==> src/rtl/arbiter_in_pkg.sv <==
// Shared state encodings, direction indices and rotation order for the router's input/output arbiters.
// Also holds the arbitration helpers used by arbiter_in (checker build: ARBITER_IN_CHECKERS_EN).
package arbiter_in_pkg;

  typedef enum logic [5:0] {
    ST_IDLE = 6'b000001,
    ST_N    = 6'b000010,
    ST_E    = 6'b000100,
    ST_W    = 6'b001000,
    ST_S    = 6'b010000,
    ST_L    = 6'b100000
  } state_e;

  typedef enum logic [2:0] {
    DIR_N = 3'd0,
    DIR_E = 3'd1,
    DIR_W = 3'd2,
    DIR_S = 3'd3,
    DIR_L = 3'd4
  } dir_e;

  localparam int NUM_DIRS = 5;

  // Successor of each direction in the rotation N->E->W->S->L->N.
  localparam dir_e ROT_NEXT [0:NUM_DIRS-1] = '{DIR_E, DIR_W, DIR_S, DIR_L, DIR_N};

  function automatic logic [5:0] dir_code(input dir_e d);
    return 6'b000010 << d;
  endfunction

  // First asserted request scanning the rotation from 'start'; IDLE when nothing is requested.
  function automatic logic [5:0] arbitrate(input logic [4:0] req, input dir_e start);
    logic [5:0] res;
    dir_e       idx;
    logic       found;
    res   = ST_IDLE;
    idx   = start;
    found = 1'b0;
    for (int k = 0; k < NUM_DIRS; k++) begin
      if (!found && req[idx]) begin
        res   = dir_code(idx);
        found = 1'b1;
      end
      idx = ROT_NEXT[idx];
    end
    return res;
  endfunction

  function automatic logic is_onehot6(input logic [5:0] s);
    return (s != 6'd0) && ((s & (s - 6'd1)) == 6'd0);
  endfunction

  function automatic logic multi_hot5(input logic [4:0] v);
    return (v & (v - 5'd1)) != 5'd0;
  endfunction

endpackage

==> src/rtl/arbiter_in_checkers.sv <==
// Sticky error flag for arbiter_in: raised when the state is not one-hot or several X_* fire together.
// Only instantiated when ARBITER_IN_CHECKERS_EN is defined.
module arbiter_in_checkers
  import arbiter_in_pkg::*;
(
  input  logic       clk,
  input  logic       reset,
  input  logic [5:0] state_i,
  input  logic [4:0] x_i,
  output logic       err_state_o
);

  logic err_q;
  logic err_d;

  always_comb begin
    err_d = err_q;
    if (!is_onehot6(state_i) || multi_hot5(x_i)) begin
      err_d = 1'b1;
    end
  end

  always_ff @(posedge clk) begin
    if (!reset) begin
      err_q <= 1'b0;
    end else begin
      err_q <= err_d;
    end
  end

  assign err_state_o = err_q;

endmodule

==> src/rtl/arbiter_in.sv <==
// Input-side arbiter for one router input port: sticky, rotating-priority one-hot FSM over N/E/W/S/L.
// Define ARBITER_IN_CHECKERS_EN to add the registered err_state checker output.
module arbiter_in
  import arbiter_in_pkg::*;
(
  input  logic clk,
  input  logic reset,
  input  logic req_X_N,
  input  logic req_X_E,
  input  logic req_X_W,
  input  logic req_X_S,
  input  logic req_X_L,
  output logic X_N,
  output logic X_E,
  output logic X_W,
  output logic X_S,
  output logic X_L
`ifdef ARBITER_IN_CHECKERS_EN
  ,
  output logic err_state
`endif
);

  logic [5:0] state_q;
  logic [5:0] state_d;
  logic [4:0] reqVec;
  logic [4:0] xVec;
  dir_e       curDir;
  logic       inDir;

  assign reqVec = {req_X_L, req_X_S, req_X_W, req_X_E, req_X_N};

  // Only exact direction codes count as "holding" a direction; IDLE and corrupt codes both
  // fall back to fixed N-first priority with all outputs low.
  always_comb begin
    state_d = state_q;
    xVec    = '0;
    curDir  = DIR_N;
    inDir   = 1'b1;
    case (state_q)
      ST_N:    curDir = DIR_N;
      ST_E:    curDir = DIR_E;
      ST_W:    curDir = DIR_W;
      ST_S:    curDir = DIR_S;
      ST_L:    curDir = DIR_L;
      default: inDir  = 1'b0;
    endcase
    if (inDir) begin
      xVec[curDir] = reqVec[curDir];
      if (!reqVec[curDir]) begin
        state_d = arbitrate(reqVec, ROT_NEXT[curDir]);
      end
    end else begin
      state_d = arbitrate(reqVec, DIR_N);
    end
  end

  always_ff @(posedge clk) begin
    if (!reset) begin
      state_q <= ST_IDLE;
    end else begin
      state_q <= state_d;
    end
  end

  assign X_N = xVec[DIR_N];
  assign X_E = xVec[DIR_E];
  assign X_W = xVec[DIR_W];
  assign X_S = xVec[DIR_S];
  assign X_L = xVec[DIR_L];

`ifdef ARBITER_IN_CHECKERS_EN
  arbiter_in_checkers u_checkers (
    .clk         (clk),
    .reset       (reset),
    .state_i     (state_q),
    .x_i         (xVec),
    .err_state_o (err_state)
  );
`endif

endmodule
==> config.mk <==
export PLATFORM = sky130hd
export DESIGN_NAME = arbiter_in
export DESIGN_NICKNAME = d
export VERILOG_FILES = /design/src/rtl/arbiter_in_pkg.sv /design/src/rtl/arbiter_in_checkers.sv /design/src/rtl/arbiter_in.sv
export SDC_FILE = /design/constraint.sdc
export NUM_CORES = 1
export LEC_CHECK = 0
export CORE_MARGIN = 2
export CORE_UTILIZATION = 56
export CTS_CLUSTER_SIZE = 14
export DETAILED_ROUTE_END_ITERATION = 8
export GPL_TIMING_DRIVEN = 0
export HOLD_SLACK_MARGIN = 0.05
export PLACE_DENSITY = 0.77
export SYNTH_ARGS = -nofsm -noshare
export SYNTH_HDL_FRONTEND = slang
export SYNTH_SLANG_ARGS = --single-unit
==> constraint.sdc <==
create_clock -name clk -period 10.6 [get_ports clk]
set_input_delay 1.59 -clock clk [delete_from_list [all_inputs] [get_ports clk]]
set_output_delay 1.59 -clock clk [all_outputs]
set_load 0.005 [all_outputs]
### Word level (Yosys, flattened, before mapping)

Memories as Yosys holds them, arrays and structs flattened.
Cells that the tools add are included.

* register bits after elaboration: 6
* ROM bits: 120
* input port bits: 7
* word-level logic and storage cells: 112
* memories: 5

* $lt $le $gt $ge: 12
* eq/ne operators: 6
* shift operators: 5
* muxes and demuxes: 59
* bitwise gates (word level): 6
* reduce and logical (&&, ||, !) cells: 18

Memory list
* (no name shown): words 8, bits a word 3, read ports 1, clocked after Yosys merged registers in 0, wr ports 0, line arbiter_in_pkg.sv:44 `idx = ROT_NEXT[idx];`
* (no name shown): words 8, bits a word 3, read ports 1, clocked after Yosys merged registers in 0, wr ports 0, line arbiter_in_pkg.sv:44
* (no name shown): words 8, bits a word 3, read ports 1, clocked after Yosys merged registers in 0, wr ports 0, line arbiter_in_pkg.sv:44
* (no name shown): words 8, bits a word 3, read ports 1, clocked after Yosys merged registers in 0, wr ports 0, line arbiter_in_pkg.sv:44
* (no name shown): words 8, bits a word 3, read ports 1, clocked after Yosys merged registers in 0, wr ports 0, line arbiter_in.sv:51 `state_d = arbitrate(reqVec, ROT_NEXT[curDir]);`

Operators by type and width (count)
* 6-bit two-way mux: 11
* 3-bit two-way mux: 10
* 2-bit by 3-bit left shift with 6-bit output (first input constant): 5
* 1-bit two-way mux: 28
* 3-bit by 4-bit less-than comparator with 1-bit output (second input constant): 6
* 4-bit greater-or-equal comparator (second input constant): 5
* 3-bit inverter with 4-bit output: 5
* 1-bit binary-select mux with 3-bit select: 6
* 3-bit case mux with 4 select lines: 1
* 1-bit logical AND: 9
* 1-bit logical NOT: 8
* 6-bit by 2-bit == test with 1-bit output (second input constant): 1
* 6-bit by 3-bit == test with 1-bit output (second input constant): 1
* 6-bit by 4-bit == test with 1-bit output (second input constant): 1
* 6-bit by 5-bit == test with 1-bit output (second input constant): 1
* 6-bit == test (second input constant): 1
* 5-bit bitwise AND: 1
* 5-bit two-way mux: 1
* 5-bit OR reduction: 1
* 1-bit demux with 3-bit select: 1
* 3-bit by 1-bit greater-or-equal comparator with 1-bit output (second input constant): 1
* 2-bit two-way mux: 1
* 2-bit inequality test (second input constant): 1

### Logic depth before layout (Yosys ltp)

* word-level depth: 31
* mapped depth: 18
* depth with buffers taken out: 16

### Worst setup path after synthesis

OpenSTA, ideal clock, no wires.

* path kind: input port to output port
* start point: in req_X_E
* end point: out X_N
* data arrival time: 2.867 ns
* path slack: 6.143 ns
* stages: 7
* buffers on the path: 1
* cell sequence: clkbuf_1 -> nand2_1 -> nor4_1 -> a211oi_1 -> o31a_1 -> nand2b_1 -> a21oi_1

* longest elaborated chain between the ends: 4

Ends and longest elaborated chain
* start, declared: line arbiter_in.sv:9 `input logic req_X_E,`
* 1-bit binary-select mux with 3-bit select: line arbiter_in.sv:49 `xVec[curDir] = reqVec[curDir];`
* 1-bit two-way mux (not written as such): line arbiter_in.sv:49
* 5-bit bitwise AND (no source line)
* 5-bit two-way mux: line arbiter_in.sv:48 `if (inDir) begin`
* end, declared: line arbiter_in.sv:13 `output logic X_N,`

Every way passes these cells. The select of a mux whose other input is x is not followed.

### Final worst setup path

* start point: reg state_q[4]
* end point: reg state_q[3]

* longest elaborated chain between the ends: 31
* elaborated cells on any way between the ends: 73

Ends and longest elaborated chain
* start, declared: line arbiter_in.sv:24 `logic [5:0] state_q;`
* start signal, assigned: line arbiter_in.sv:62 `state_q <= state_d;`
* branches (longest 31 deep; another with memory 8 x 3 bit)

Parallel ways; which one is timed is not known. The select of a mux whose other input is x is not followed.
A chain may end at the register's enable or synchronous reset.

==> summary.md <==
| Metric | Value |
|---|---|
| Largest reg by FF count | state_q |
| # DRC | 0 |
| YS warnings | 0 |
| Fill count | 258 |
| CORE AREA | 2690 µm² |
| Final wirelength | 5.23 mm |
| Total power | 223 µW |
| Final Setup Violations | 0 |
| Setup TNS | 0 ns |
| Crit Path Class | register to register |
| Vias in the first global route | 1,798 |
| DR pass1 iterations | 5 |
| Crit path largest cell delay | 0.49 ns |
| Total die area | 3210 µm² |
| Worst skew pair latency | 0.25 ns |
| Largest net degree at the start of global routing | 11 |
| Synth cell types | 71 |
| Fin crit period | 5.39 ns |
| DP HPWL | 3.87 mm |
| Met1 GRT Util | 45.1% |
| Routability cong. | 0.921 |
| Vias | 1,908 |
| Comb pwr share | 78.0% |
| Max Freq | 0.185 GHz |
| Max clock buf depth | 2 |
| Gr usage total | 34.0% |
| Die height | 56.6 µm |
| Die width | 56.6 µm |
| Vias per cell | 7.31 |
| CTS tree | built |
| RSZ-0062 raised after global routing | false |
| Cell breakdown of the critical path | buf_2 > or3b_2 > o22ai_1 > ha_1 > and2_4 > ha_1 > and2_1 > ha_1 > clkbuf_1 > inv_1 > a211oi_1 > a31o_2 > o21ai_1 > a31o_1 > a2111oi_4 > a221o_1 > a31oi_1 |
| Int Pwr | 101 µW |
| Max_cap viols | 0 |
| Post-CTS sizing | 0 |
| PortBufs | 8 |
| Synthesis-stage register bit count | 6 |
| Async SR Flop Fraction | 0% |
| CTS Hold Buffers Added | 0 |
| CTS Root Cell | clkbuf_4 |
| Clock skew | 0.00817 ns |
| Pwr dens | 132 nW/µm² |
| # diodes | 0 |
| CP Max Fanout | 10 |
| Critical-path top delay cell | or3b_2 |
| Routed Antenna Nets | 0 |
| Post CTS Setup Buffer Count | 0 |
| Slew HR | 64.7% |
| CTS buffer count | 3 |
| Synthesis-to-layout area growth | 9.11% |
| Sequential-to-total area share from yosys stat | 7.74% |
| Worst-Margin Slew | 0.525 ns |
| Syn nets | 232 |
| Main flop type after synthesis | dfxtp_1 |
| Grt total ovfl | 0 |
| Mapped Area | 1550 µm² |
| Initial Util | 57.8% |
| VDD IR max | 0.0915 mV |
| Global routing's busiest layer | met2 |
| Worst path bufs/invs | 3 |
| Commonest cells after routing, fill and taps aside | nand2_1 (21), nor2_1 (17), inv_1 (12) |
| Mean Syn Cell Area | 7.08 µm² |
| CP Data Required Time | 10.71 ns |
| Non-Filler Instances | 261 |
| First-pass GRT wire length | 8.69 mm |
| Fin. max-slew vios | 0 |
| Pleak | 0.000629 µW |
| Met3 usage | 7.60% |
| Cell taking the most area after synthesis | dfxtp_1 |
| CP delay by family, top | compound AO/OA/AOI/OAI gates |
| Arrival time worst endpoint | 5.51 ns |
| Layout cells sized above 1 | 16.1% |
| Initial drt markers | 158 |
| CTS H-tree lvls | 1 |
| Clock sink count | 6 |
| Most common cell after layout, fill and taps aside | nand2_1 |
| Period Utilization, post-route | 50.9% |
| Number of synthesized flops with an enable pin | 0 |
| Biggest regs | state_q x6 |
| Initial antenna violation count | 0 |
| Sw frac | 54.6% |
| Outcome | finished, final reports clean |
| Most used cell, CP | ha_1 |
| Max reg flops | 6 |
| Finished Core Util | 63.0% |
| Row count | 19 |
| Synth top area share | 7.74% |
| GR Util met2 | 53.5% |
| Endpoint class of the critical path | register |
| Seq pwr share | 12.2% |
| Hold Crit Class | register to register |
| Ports | 12 |
| DR WL/cell | 20.0 µm |
| Net Switching | 122 µW |
| Startpoint Class | register |
| Clk slew on worst S/H paths | 0.05 ns |
| Synth area leaders | dfxtp_1 (7.7%), nand2_1 (5.1%), ha_1 (4.8%), nor2_1 (4.1%), nand3_1 (3.2%) |
| Hold Violations, Final | 0 |
| Syn Inst Count | 219 |
| Post-Place Cells | 258 |
| Final hold slack | 0.822 ns |
| Final nets | 245 |
| Clock Power Share | 9.9% |
-- through the flow --
stage | instance area [µm²] | worst slack, ns
final | 1690 | 5.21
after global routing | 1690 | 4.93
after CTS | 1690 | 5.26
after detailed placement | 1670 | 5.27
after global placement | 1670 | 5.28
after floorplan | 1550 | 6.14
-- worst paths after layout --
path              start         end  slack (ns)  cells after the start
min          state_q[1]  state_q[1]        0.82                      3
min reg2reg  state_q[1]  state_q[1]        0.82                      3
max          state_q[4]  state_q[3]        5.21                     17
max reg2reg  state_q[4]  state_q[3]        5.21                     17
-- layer usage --
metal / routed length [µm] / share of wire [%]
met2: 2390 / 46
met3: 532 / 10
met5: 0 / 0
met4: 153 / 2.9
met1: 2150 / 41
-- power groups by stage --
stage	Sequential (µW)	Combinational (µW)	Clock, µW
floorplan	26.6	130	0
global placement	27.3	163	0
detailed placement	27.4	167	0
CTS	27.0	168	22.1
global route	27.4	187	23.6
finish	27.1	174	22.1
-- layout make-up --
type                    instances  area [µm²]  area share (%)
repair buffers                  8        80.1            4.73
multi-input cells             186        1310            77.4
inverters                      12        45.0            2.66
plain buffers                  15        76.3            4.51
flip-flops and latches          6         120            7.10
well taps                      31        38.8            2.29
clock buffers                   3        22.5            1.33
-- cell families (layout without fill, tap and decap cells) --
group,after synthesis,after routing,synth area share [%]
compound gates,70,70,37.0
xor+xnor,3,3,2.18
fa+ha+maj,6,6,4.84
buf+inv,27,38,7.82
flops,6,6,7.74
mux,2,2,1.37
simple gates,105,105,39.0
-- synth_stat cells, types with 5 or more instances --
cell / count
nand2_1: 21
nor2_1: 17
inv_1: 12
nand3_1: 10
o21ai_0: 10
nor3_1: 8
buf_2: 7
a21oi_1: 6
a31oi_1: 6
dfxtp_1: 6
ha_1: 6
nor4_1: 6
a211oi_1: 5
and3_1: 5
clkbuf_1: 5
nand2b_1: 5
-- worst min-delay path, delay by kind of cell (launching register included) --
kind | cells | cell delay, ns
DFF | 1 | 0.33
AOI/OAI and AO/OA | 2 | 0.25
buffers and inverters | 1 | 0.20
Power figures use the tool's default switching activity.
